==> config.mk <==
export PLATFORM = sky130hd
export DESIGN_NAME = router_fsm
export DESIGN_NICKNAME = d
export VERILOG_FILES = /design/src/rtl/router_fsm.sv
export SDC_FILE = /design/constraint.sdc
export NUM_CORES = 1
export LEC_CHECK = 0
export BUFFER_PORTS_ARGS = -buffer_cell sky130_fd_sc_hd__buf_2
export CAP_MARGIN = 15
export CELL_PAD_IN_SITES_DETAIL_PLACEMENT = 1
export CELL_PAD_IN_SITES_GLOBAL_PLACEMENT = 1
export CORE_MARGIN = 5
export CORE_UTILIZATION = 26
export DETAILED_ROUTE_END_ITERATION = 10
export PLACE_DENSITY_LB_ADDON = 0.1
export SLEW_MARGIN = 5
export SYNTH_ARGS = -nofsm -noshare
export SYNTH_HDL_FRONTEND = slang
export SYNTH_SLANG_ARGS = --single-unit
==> constraint.sdc <==
create_clock -name clock -period 1.3 [get_ports clock]
set_clock_uncertainty 0.2 [all_clocks]
set_input_delay 0.26 -clock clock [delete_from_list [all_inputs] [get_ports clock]]
set_output_delay 0.26 -clock clock [all_outputs]
set_load 0.03 [all_outputs]
==> src/rtl/router_fsm.sv <==
// Packet write controller for the 1x3 router: decodes the header destination,
// sequences header/payload/parity loading into the selected FIFO and stalls the source.
//
// state | meaning
// DA    | DECODE_ADDRESS: waiting for a header with a valid destination
// LFD   | LOAD_FIRST_DATA: header byte written to the selected FIFO
// LD    | LOAD_DATA: payload bytes streaming into the FIFO
// WTE   | WAIT_TILL_EMPTY: destination FIFO still holds an earlier packet
// FFS   | FIFO_FULL_STATE: destination FIFO full, source stalled
// LAF   | LOAD_AFTER_FULL: byte held during the stall is written
// LP    | LOAD_PARITY: parity byte written
// CPE   | CHECK_PARITY_ERROR: datapath parity registers cleared
module router_fsm (
    input  logic       clock,
    input  logic       reset,
    input  logic       pkt_valid,
    input  logic [1:0] data_in,
    input  logic [2:0] fifo_full,
    input  logic [2:0] fifo_empty,
    input  logic [2:0] soft_reset,
    input  logic       parity_done,
    input  logic       low_pkt_valid,
    output logic       detect_add,
    output logic       lfd_state,
    output logic       ld_state,
    output logic       laf_state,
    output logic       full_state,
    output logic       write_enb_reg,
    output logic       rst_int_reg,
    output logic       busy,
    output logic [1:0] addr_q
);

    localparam logic [2:0] S_DA  = 3'd0;
    localparam logic [2:0] S_LFD = 3'd1;
    localparam logic [2:0] S_LD  = 3'd2;
    localparam logic [2:0] S_WTE = 3'd3;
    localparam logic [2:0] S_FFS = 3'd4;
    localparam logic [2:0] S_LAF = 3'd5;
    localparam logic [2:0] S_LP  = 3'd6;
    localparam logic [2:0] S_CPE = 3'd7;

    logic [2:0] r_state;
    logic [1:0] r_addr;
    logic [2:0] w_next_state;
    logic [1:0] w_next_addr;

    logic w_hdr_valid;
    logic w_hdr_empty;
    logic w_sel_full;
    logic w_sel_empty;
    logic w_sel_srst;

    // Address 3 has no FIFO; the muxes return 0 for it so no flag is ever read out of range.
    always_comb begin
        w_hdr_empty = 1'b0;
        case (data_in)
            2'd0:    w_hdr_empty = fifo_empty[0];
            2'd1:    w_hdr_empty = fifo_empty[1];
            2'd2:    w_hdr_empty = fifo_empty[2];
            default: w_hdr_empty = 1'b0;
        endcase
    end

    always_comb begin
        w_sel_full  = 1'b0;
        w_sel_empty = 1'b0;
        w_sel_srst  = 1'b0;
        case (r_addr)
            2'd0: begin
                w_sel_full  = fifo_full[0];
                w_sel_empty = fifo_empty[0];
                w_sel_srst  = soft_reset[0];
            end
            2'd1: begin
                w_sel_full  = fifo_full[1];
                w_sel_empty = fifo_empty[1];
                w_sel_srst  = soft_reset[1];
            end
            2'd2: begin
                w_sel_full  = fifo_full[2];
                w_sel_empty = fifo_empty[2];
                w_sel_srst  = soft_reset[2];
            end
            default: begin
                w_sel_full  = 1'b0;
                w_sel_empty = 1'b0;
                w_sel_srst  = 1'b0;
            end
        endcase
    end

    assign w_hdr_valid = pkt_valid && (data_in != 2'd3);

    always_comb begin
        w_next_state = r_state;
        w_next_addr  = r_addr;
        if ((r_state != S_DA) && w_sel_srst) begin
            w_next_state = S_DA;
        end else begin
            case (r_state)
                S_DA: begin
                    if (w_hdr_valid) begin
                        w_next_addr  = data_in;
                        w_next_state = w_hdr_empty ? S_LFD : S_WTE;
                    end
                end
                S_WTE: begin
                    if (w_sel_empty)
                        w_next_state = S_LFD;
                end
                S_LFD: begin
                    w_next_state = S_LD;
                end
                // Full wins over end-of-packet so the last byte is not lost.
                S_LD: begin
                    if (w_sel_full)
                        w_next_state = S_FFS;
                    else if (!pkt_valid)
                        w_next_state = S_LP;
                end
                S_FFS: begin
                    if (!w_sel_full)
                        w_next_state = S_LAF;
                end
                S_LAF: begin
                    if (parity_done)
                        w_next_state = S_DA;
                    else if (low_pkt_valid)
                        w_next_state = S_LP;
                    else
                        w_next_state = S_LD;
                end
                S_LP: begin
                    w_next_state = S_CPE;
                end
                S_CPE: begin
                    w_next_state = w_sel_full ? S_FFS : S_DA;
                end
                default: begin
                    w_next_state = S_DA;
                end
            endcase
        end
    end

    always_ff @(posedge clock) begin
        if (reset) begin
            r_state <= S_DA;
            r_addr  <= 2'd0;
        end else begin
            r_state <= w_next_state;
            r_addr  <= w_next_addr;
        end
    end

    assign detect_add    = (r_state == S_DA);
    assign lfd_state     = (r_state == S_LFD);
    assign ld_state      = (r_state == S_LD);
    assign laf_state     = (r_state == S_LAF);
    assign full_state    = (r_state == S_FFS);
    assign rst_int_reg   = (r_state == S_CPE);
    assign write_enb_reg = (r_state == S_LD) || (r_state == S_LFD) ||
                           (r_state == S_LP) || (r_state == S_LAF);
    assign busy          = (r_state == S_LFD) || (r_state == S_LP)  ||
                           (r_state == S_FFS) || (r_state == S_LAF) ||
                           (r_state == S_WTE) || (r_state == S_CPE);
    assign addr_q        = r_addr;

endmodule

==> flow_summary.ini <==
[sta]
drv_slew = 0
hold_slack_ns = 0.0362
period_needed_ns = 1.64
hold_violations = 0
finalCritPeriodShare_pct = 126
max_freq_mhz = 611
worst_pin_slew_ns = 0.351
rsz0062_at_grt = true
final.setup.worst_slack_ns = -0.337
finalSetupViolations = 13
relSlewSlack_pct = 76.4
fin_setup_tns_ns = -3.45

[logic_synthesis]
ys_warn_count = 0
ys_ff_latch = 5
async_flop_share_pct = 0
synth_nets = 72
synth-edff-count = 0
synth_area_um2 = 472
yosysSeqAreaShare_pct = 21.2
synth_ff_type = dfxtp_1
syn_area_per_cell_um2 = 8.42
synth_cells = 56
yosys.cell_types.count = 27

[finish]
design_area_um2 = 963
drive_above_1_share_pct = 72.3
area_growth_pct = 104
num-fill-cells = 205
diodes = 0
nets = 118

[floorplan]
die_h_um = 52.6
start_util_pct = 27.3
die_area_um2 = 2770
rows = 15
chipWidth_um = 52.6
ios = 26
core_um2 = 1730

[worst_setup_path]
path_cells = buf_4 -> nor3_4 -> buf_6
critPathMaxFanout = 5
slowest_stage = dfxtp_4
startpoint_type = register
criticalPathCategory = register to output pin
cp_data_required_time_ns = 0.84
cp.arrival_ns = 1.18
endpoint_kind = output pin
max_stage_delay_ns = 0.36

[cts]
ctsRootBufferMaster = clkbuf_4
cts_made_buffers = 3
clockBufferDepth = 2
cts_hold_buffers = 0
h-tree-depth = 1
cts.sinks = 5
clkTransAtPathRegs_ns = 0.05
cts_tree = done
clk_latency_ns = 0.24

[detailed_routing]
first_pass_iters = 4
drcViolationCount = 0
dr_wl_met2_um = 987
drt_iter0_drc = 3
drt-met1-wl_um = 710
met3_length_um = 74
ant_nets = 0
top_layer = met3
num_vias = 608
via_per_inst = 4.83
wl_um = 1770
routedWlPerCell_um = 14.1

[place]
numPortBuffers = 25
place_congestion = 0.821
hpwl_um = 1320
dpl_cell_area_um2 = 777

[hold_path]
hold_path.class = input pin to register

[job]
max-cap-violations = 0

[global_route]
antenna_found_initial = 0
grt-ovfl-total = 0
gr-usage-all-layers_pct = 14.7
grt_pass1_wl_um = 2990
grt_max_degree = 10
grt_pass1_vias = 690

[power_and_ir_drop]
power_density_nw_per_um2 = 2220
totalPowerFinal_mw = 2.14
p_leak_nw = 0.420
ir_drop_mv = 0.989

[run_status]
outcome = complete, but fails checks
violations = negative setup slack
==> cell families (layout without fill, tap and decap cells) <==
group | after synthesis | after routing | synth area share [%]
multiplexers | 4 | 4 | 8.49
flip-flops | 5 | 5 | 21.2
AO/OA/AOI/OAI | 19 | 19 | 30.5
XOR/XNOR | 1 | 1 | 1.86
buffers and inverters | 8 | 53 | 11.1
AND/OR/NAND/NOR | 19 | 19 | 26.8
==> state kept, by name (all words and copies together) (netlist names) <==
name and count:
r_state 3, addr_q 2
==> synthesized netlist by cell type, types with 2 or more instances <==
cell type / n / area share (%)
nand3b_1: 3 / 4.8
o21ai_0: 2 / 2.1
nand2_1: 2 / 1.6
a311oi_1: 2 / 3.7
nor3b_1: 2 / 3.2
dfxtp_1: 5 / 21
buf_6: 3 / 7.2
mux2i_1: 4 / 8.5
nor3_1: 4 / 4.2
a211oi_1: 3 / 4.8
inv_1: 5 / 4.0
a31oi_1: 2 / 2.7
nor2_1: 3 / 2.4
o21a_1: 3 / 4.8
==> where the power goes <==
part,internal [mW],switching (mW)
Clock,0.116,0.0638
Combinational,0.773,0.836
Sequential,0.232,0.115
Total,1.12,1.01
==> cell type report <==
type / instances / area [um2] / area share [%]
clock buffer: 4 / 26.3 / 2.73
inverter: 5 / 26.3 / 2.73
sequential: 5 / 119 / 12.3
tap: 25 / 31.3 / 3.25
multi-input combinational: 43 / 423 / 43.9
timing repair buffer: 44 / 338 / 35.1
==> worst max-delay path: cells and delay by family (launching register included) <==
family | cells | cell delay, ns
flops | 1 | 0.36
simple gates | 1 | 0.25
buf+inv | 2 | 0.32
==> what timing repair did <==
action,CTS,global route
setup endpoints to repair,14,15
setup buffers,5,1
pin swaps,5,5
gates resized for setup,27,10
==> layout by cell type, fill, tap and decap left out, types with 2 or more instances in the layout <==
| cell type | instances |
|---|---|
| dfxtp_4 | 5 |
| clkbuf_4 | 3 |
| a211oi_1 | 2 |
| o21a_1 | 3 |
| buf_2 | 15 |
| buf_6 | 12 |
| buf_4 | 17 |
| nor2_4 | 2 |
| a31oi_1 | 2 |
| a211oi_2 | 2 |
| mux2i_1 | 3 |
| nand3b_1 | 3 |
| nor3_4 | 4 |
| inv_1 | 3 |
| clkinvlp_4 | 2 |
==> worst paths after layout <==
check	slack [ns]	startpoint	end	cells past startpoint
setup / recovery	-0.34	r_state[2]	detect_add	3
hold / removal	0.04	reset	addr_q[1]	2
setup reg to reg	-0.30	r_state[0]	r_state[2]	5
hold reg to reg	0.37	addr_q[0]	addr_q[0]	1
==> routing by layer <==
layer	vias up	GRT usage, %
met1	291	16.4
met5	-	0
li1	305	-
met2	12	26.7
met4	0	5.11
met3	0	3.42
==> stage by stage <==
step	setup WS, ns	util (%)	std cells
floorplan	-0.268	-	56
global route	-0.394	55.8	126
global placement	-0.211	45.0	116
CTS	-0.371	53.3	125
finish	-0.337	55.8	126
detailed placement	-0.236	45.0	116
No activity file was read; power rests on OpenSTA's default activity.
